==> src/rtl/count_sequencer_pkg.sv <==
// Shared constants for the count sequencer: FSM state codes and default counter width.
package count_sequencer_pkg;

   localparam int DEF_WIDTH = 7;

   localparam logic [1:0] S_IDLE  = 2'd0;
   localparam logic [1:0] S_RUN   = 2'd1;
   localparam logic [1:0] S_PAUSE = 2'd2;
   localparam logic [1:0] S_DONE  = 2'd3;

endpackage

==> src/rtl/count_datapath.sv <==
// WIDTH-bit count register with a hold / increment / clear next-value mux.
module count_datapath
   import count_sequencer_pkg::*;
#(
   parameter int WIDTH = DEF_WIDTH
) (
   input  logic             clk,
   input  logic             reset,
   input  logic             inc,
   input  logic             clr,
   output logic [WIDTH-1:0] q
);

   logic [WIDTH-1:0] q_q;
   logic [WIDTH-1:0] q_d;

   // Clear has priority over increment; neither asserted means hold.
   always_comb begin
      q_d = q_q;
      if (clr) begin
         q_d = '0;
      end else if (inc) begin
         q_d = q_q + WIDTH'(1);
      end
   end

   // NOTE: registers are written with non-blocking assignments so every flop samples pre-edge values.
   always_ff @(posedge clk) begin
      if (reset) begin
         q_q <= '0;
      end else begin
         q_q <= q_d;
      end
   end

   assign q = q_q;

endmodule

==> src/rtl/count_sequencer.sv <==
// Controller sequencing the shared counter through start, pause/resume, terminal count and done/ack.
module count_sequencer
   import count_sequencer_pkg::*;
#(
   parameter int WIDTH = DEF_WIDTH
) (
   input  logic             clk,
   input  logic             reset,
   input  logic             start,
   input  logic             stop,
   input  logic             mode,
   input  logic [WIDTH-1:0] limit,
   input  logic             ack,
   output logic [WIDTH-1:0] q,
   output logic             busy,
   output logic             paused,
   output logic             tc,
   output logic             done,
   output logic [1:0]       state
);

   logic [1:0]       state_q, state_d;
   logic [WIDTH-1:0] limit_q, limit_d;
   logic             mode_q, mode_d;
   logic             inc, clr;
   logic             at_limit;

   count_datapath #(
      .WIDTH (WIDTH)
   ) u_datapath (
      .clk   (clk),
      .reset (reset),
      .inc   (inc),
      .clr   (clr),
      .q     (q)
   );

   assign at_limit = (q == limit_q);

   // NOTE: every signal gets a default before the case so no path leaves one unassigned (no latches).
   always_comb begin
      state_d = state_q;
      limit_d = limit_q;
      mode_d  = mode_q;
      inc     = 1'b0;
      clr     = 1'b0;
      case (state_q)
         S_IDLE: begin
            clr = 1'b1;
            if (start) begin
               state_d = S_RUN;
               limit_d = limit;
               mode_d  = mode;
            end
         end
         S_RUN: begin
            // stop outranks terminal count, and start is ignored here.
            if (stop) begin
               state_d = S_PAUSE;
            end else if (at_limit) begin
               if (mode_q) begin
                  clr = 1'b1;
               end else begin
                  state_d = S_DONE;
               end
            end else begin
               inc = 1'b1;
            end
         end
         S_PAUSE: begin
            if (start) begin
               state_d = S_RUN;
            end
         end
         S_DONE: begin
            if (ack) begin
               state_d = S_IDLE;
               clr     = 1'b1;
            end
         end
         default: state_d = S_IDLE;
      endcase
   end

   always_ff @(posedge clk) begin
      if (reset) begin
         state_q <= S_IDLE;
         limit_q <= '0;
         mode_q  <= 1'b0;
      end else begin
         state_q <= state_d;
         limit_q <= limit_d;
         mode_q  <= mode_d;
      end
   end

   assign busy   = (state_q == S_RUN) || (state_q == S_PAUSE);
   assign paused = (state_q == S_PAUSE);
   assign tc     = (state_q == S_RUN) && at_limit;
   assign done   = (state_q == S_DONE);
   assign state  = state_q;

endmodule

==> config.mk <==
export PLATFORM = sky130hd
export DESIGN_NAME = count_sequencer
export DESIGN_NICKNAME = d
export VERILOG_FILES = /design/src/rtl/count_sequencer_pkg.sv /design/src/rtl/count_datapath.sv /design/src/rtl/count_sequencer.sv
export SDC_FILE = /design/constraint.sdc
export NUM_CORES = 1
export LEC_CHECK = 0
export CORE_AREA = 2 2 52 54
export DETAILED_ROUTE_END_ITERATION = 8
export DIE_AREA = 0 0 54 56
export PLACE_DENSITY = 0.65
export REMOVE_ABC_BUFFERS = 1
export SLEW_MARGIN = 20
export SYNTH_ARGS = -nofsm -noshare
export SYNTH_HDL_FRONTEND = slang
export SYNTH_SLANG_ARGS = --single-unit
==> constraint.sdc <==
create_clock -name clk -period 5.76 [get_ports clk]
set_clock_uncertainty 0.15 [all_clocks]
set_input_delay 0.576 -clock clk [delete_from_list [all_inputs] [get_ports clk]]
set_output_delay 0.576 -clock clk [all_outputs]
set_load 0.05 [all_outputs]
After elaboration in Yosys (flattened, before gate mapping)
Cells that the tools add are included.
W data, S select, Z words.
{ "word_totals": {"ff_bits": 17, "latch_bits": 0, "ram_bits": 0, "rom_bits": 0, "inputBits": 13, "out_inout_bits": 13, "word_cells": 34, "n_memories": 0} }
{ "classes": {"addsub": 1, "multipliers": 0, "div_mod_pow": 0, "n_lt_le_gt_ge": 0, "n_eq_ne": 8, "n_shift": 0, "mux": 14, "bitwise": 0, "reduce_logical": 7} }
{ "ops": {"columns": ["operator", "count"], "rows": [
  ["$mux W2", 5],
  ["$add A7 B1 Y7 const B", 1],
  ["$eq A7 B7 Y1", 1],
  ["$mux W1", 7],
  ["$ne A3 B3 Y1 const B", 2],
  ["$pmux W2 S3", 1],
  ["$eq A2 B2 Y1 const B", 2],
  ["$reduce_and A4 Y1", 1],
  ["$reduce_or A2 Y1", 2],
  ["$pmux W1 S3", 1],
  ["$eq A2 B1 Y1 const B", 1],
  ["$logic_not A2 Y1", 1],
  ["$ne A2 B1 Y1 const B", 1],
  ["$ne A2 B2 Y1 const B", 1],
  ["$reduce_and A2 Y1", 1],
  ["$logic_and A1 B1 Y1", 1],
  ["$logic_or A1 B1 Y1", 1]
]} }

Longest topological paths before layout
{ "depth": {"word_depth": 5, "ltp_mapped": 7, "mapped_depth_nobuf": 7} }

By module
From an unflattened synthesis, not the netlist that was laid out.
{ "unflattened": {"cells_unflattened": 105, "hier_area_um2": 907.1} }
{ "modules_own_cells": {"columns": ["module", "instances", "cells_per_inst", "area_per_inst_um2", "seq_area_each_um2"], "rows": [
  ["count_sequencer", 1, 74, 624.3, 200.2],
  ["count_datapath", 1, 31, 282.8, 140.1]
]} }

Least setup slack after synthesis
Ideal clock, no wire load.
{ "synth_timing": {"path_type": "reg-to-output", "start": "register u_datapath.q_q[1], in the netlist u_datapath.q[1]", "end": "output port tc", "arrival_ns": 1.847, "required_time_ns": 5.034, "setup_slack_ns": 3.187, "path_stages_with_launch": 4, "path_buffers": 0, "cell_sequence": "dfxtp_1 -> xor2_1 -> nor4_4 -> and3_1"} }
{ "synth_between": {"elab_chain_len": 2} }
{ "synth_lines": {"columns": ["item", "line_no", "text"], "rows": [
  ["start, declared", "count_datapath.sv:14", "logic [WIDTH-1:0] q_q;"],
  ["start signal, assigned", "count_datapath.sv:32", "q_q <= q_d;"],
  ["$eq A7 B7 Y1", "count_sequencer.sv:38", "assign at_limit = (q == limit_q);"],
  ["$logic_and A1 B1 Y1", "count_sequencer.sv:99", "assign tc = (state_q == S_RUN) && at_limit;"],
  ["end, declared", "count_sequencer.sv:17", "output logic tc,"]
]} }
Every way passes these cells.

Final worst setup path
Same ends and word-level chain as after synthesis.

==> qor.txt <==
status -> complete, no violations
Clock Latency Late Sink -> 280 ps
max incr delay on CP -> 800 ps
setup bufs post-CTS -> 0
required time worst endpoint -> 5030 ps
largest net degree at the start of global routing -> 13
xor-xnor portion of the synthesized cell area -> 12.3%
cell area power density -> 382 nW/um^2
Post-Synth Adder-Cell Area -> 6.78%
die area -> 3020 sq um
total gr overflow -> 0
Die Span X -> 54 um
Unique masters post-synth -> 25
Detailed Place HPWL -> 1660 um
Synth Area in Simple Gates -> 23.2%
hold buffer count at CTS -> 0
Worst IR Drop VDD -> 271 uV
Placeable Area -> 2430 sq um
Routability Congestion -> 0.733
Synth Warn # -> 0
crit path DAT -> 2380 ps
crit path max fanout -> 9
Ports -> 26
Layout area overhead -> 32.8%
Gate Count Post-Synth -> 106
first-pass GRT wire length -> 3330 um
Vias/cell -> 5.15
share of layout cells above drive strength 1 -> 7.58%
DRT iter0 DRCs -> 3
# diodes -> 0
deepest clock path buffer count -> 2
final worst-path cycle share -> 53.9%
total negative slack -> 0 ps
Root Buffer -> clkbuf_4
CTS Buf Count -> 3
Top delay family on crit path -> buffers and inverters
fill count -> 244
vias in the first global route -> 764
DR vias -> 835
Hold Vio Cnt, Final -> 0
Starting Density -> 37.9%
initial antenna violation count -> 0
HP Class -> reg -> reg
Max Slew Vio Count -> 0
DRC viols -> 0
nets -> 151
normalized max-slew margin -> 66.2%
H-tree depth -> 1
Power Total -> 0.000468 W
main combinational cell family by area after synthesis -> simple AND/OR/NAND/NOR gates
CP cell instances -> xor2_1, nor4_4, and3_1, clkdlybuf4s50_1
Max Cap Violations -> 0
gr usage total -> 14.6%
CTS tree -> built
# rows -> 18
Synth Area in Compound Gates -> 17.9%
Avg Inst Size Synth -> 8.70 sq um
clock transition at the registers of the reported paths -> 100 ps
per-cell routed wire length -> 12.7 um
DR pass1 iterations -> 4
Routed Antenna Nets -> 0
DIE HEIGHT -> 56 um
Design Area, Final -> 1220 sq um
synthesized cell area -> 922 sq um
Bufs and invs on worst path -> 1
Yosys reg bits -> 17
Worst Setup Start Kind -> flop
drt total wl -> 2060 um
clock sink count -> 17
critical setup path kind -> reg -> out
Leak -> 0.447 nW
post-synthesis sequential area ratio -> 36.9%
unrepaired setup endpoints after global routing -> no
final setup fails -> 0
placed inst area -> 1200 sq um
Post-CTS Resized -> 0
max frequency -> 0.322 GHz
Final min period -> 3100 ps
port bufs -> 25
crit path capture type -> output port
slowest CP cell -> clkdlybuf4s50_1
Worst-Margin Slew -> 506 ps
mux contribution to synthesized area -> 0%
-- synthesized netlist by cell type --
cell type | instances | area [sq um]
ha_1 | 5 | 62.6
inv_1 | 3 | 11.3
and3_1 | 1 | 6.26
nand3_1 | 8 | 40.0
nand2b_1 | 1 | 6.26
nor4_4 | 1 | 21.3
nor3_4 | 1 | 16.3
xnor2_1 | 6 | 52.6
o22ai_1 | 1 | 6.26
a211oi_1 | 5 | 37.5
a21oi_2 | 1 | 8.76
a21oi_1 | 12 | 60.1
xor2_1 | 7 | 61.3
o21ai_0 | 2 | 10.0
nor2_1 | 9 | 33.8
clkbuf_1 | 3 | 11.3
nand4_1 | 4 | 25.0
clkinv_1 | 1 | 3.75
nor2b_1 | 1 | 6.26
nand2_1 | 12 | 45.0
a211oi_2 | 1 | 12.5
nor3_1 | 1 | 5.00
a2111oi_2 | 2 | 30.0
and2_4 | 1 | 8.76
dfxtp_1 | 17 | 340
-- sequential cells by signal (all words and copies together), names as in the netlist --
name          flops
limit_q           7
mode_q            1
state             2
u_datapath.q      7
-- cell type report --
cell class,instances,area (sq um),share of cell area [%]
flip-flops and latches,17,340,27.8
multi-input cells,82,556,45.4
repair buffers,25,250,20.4
inverters,4,15.0,1.23
clock buffers,4,26.3,2.15
well taps,30,37.5,3.06
-- placed cells by master, fill, tap and decap left out --
cell             netlist  final
o22ai_1                1      1
inv_1                  3      3
nor3_1                 1      1
xnor2_1                6      6
clkbuf_4               0      3
and3_1                 1      1
clkbuf_1               3      1
nor3_4                 1      1
nor2_1                 9      9
and2_4                 1      1
nor2b_1                1      1
a21oi_1               12     12
a211oi_2               1      1
clkdlybuf4s50_1        0     25
nor4_4                 1      1
ha_1                   5      5
a21oi_2                1      1
clkinv_1               1      1
nand4_1                4      4
nand2b_1               1      1
nand2_1               12     12
a2111oi_2              2      2
o21ai_0                2      2
nand3_1                8      8
a211oi_1               5      5
xor2_1                 7      7
dfxtp_1               17     17
-- worst min-delay path, delay by kind of cell, from the launching register on --
kind | cells | cell delay, ps
AO/OA/AOI/OAI | 1 | 50
flip-flops | 1 | 330
AND/OR/NAND/NOR | 1 | 50
-- metal layers --
metal	GRT usage, %	wire, um	up-vias
li1	-	-	429
met1	17.2	898	391
met2	26.0	1090	13
met3	0.806	45	2
met4	6.43	28	0
met5	0	0	-
-- path summary, 6_finish.rpt --
| path | from | endpoint | slack (ps) | cells after the start |
|---|---|---|---|---|
| max reg2reg | state[0] | state[1] | 3700 | 6 |
| min reg2reg | limit_q[5] | limit_q[5] | 330 | 2 |
| max | u_datapath.q[1] | tc | 2660 | 4 |
| min | limit_q[5] | limit_q[5] | 330 | 2 |
-- power by group --
group | internal (W) | switching, W
logic | 0.0000901 | 0.000165
registers | 0.000133 | 0.0000179
clock network | 0.0000268 | 0.0000352
total | 0.000250 | 0.000218
-- kinds of logic after synthesis --
family,Yosys count
simple gates,40
compound gates,24
flops,17
xor+xnor,13
buf+inv,7
fa+ha+maj,5
-- through the flow --
step	worst slack (ps)	util [%]	hold WS, ps	cells
after global placement	3000	49.3	309	158
after floorplan	3190	-	292	103
after CTS	2640	50.4	327	162
after detailed placement	2970	49.3	313	158
final	2660	50.4	325	162
after global routing	2520	50.4	341	162
No activity file was read; power rests on OpenSTA's default activity.
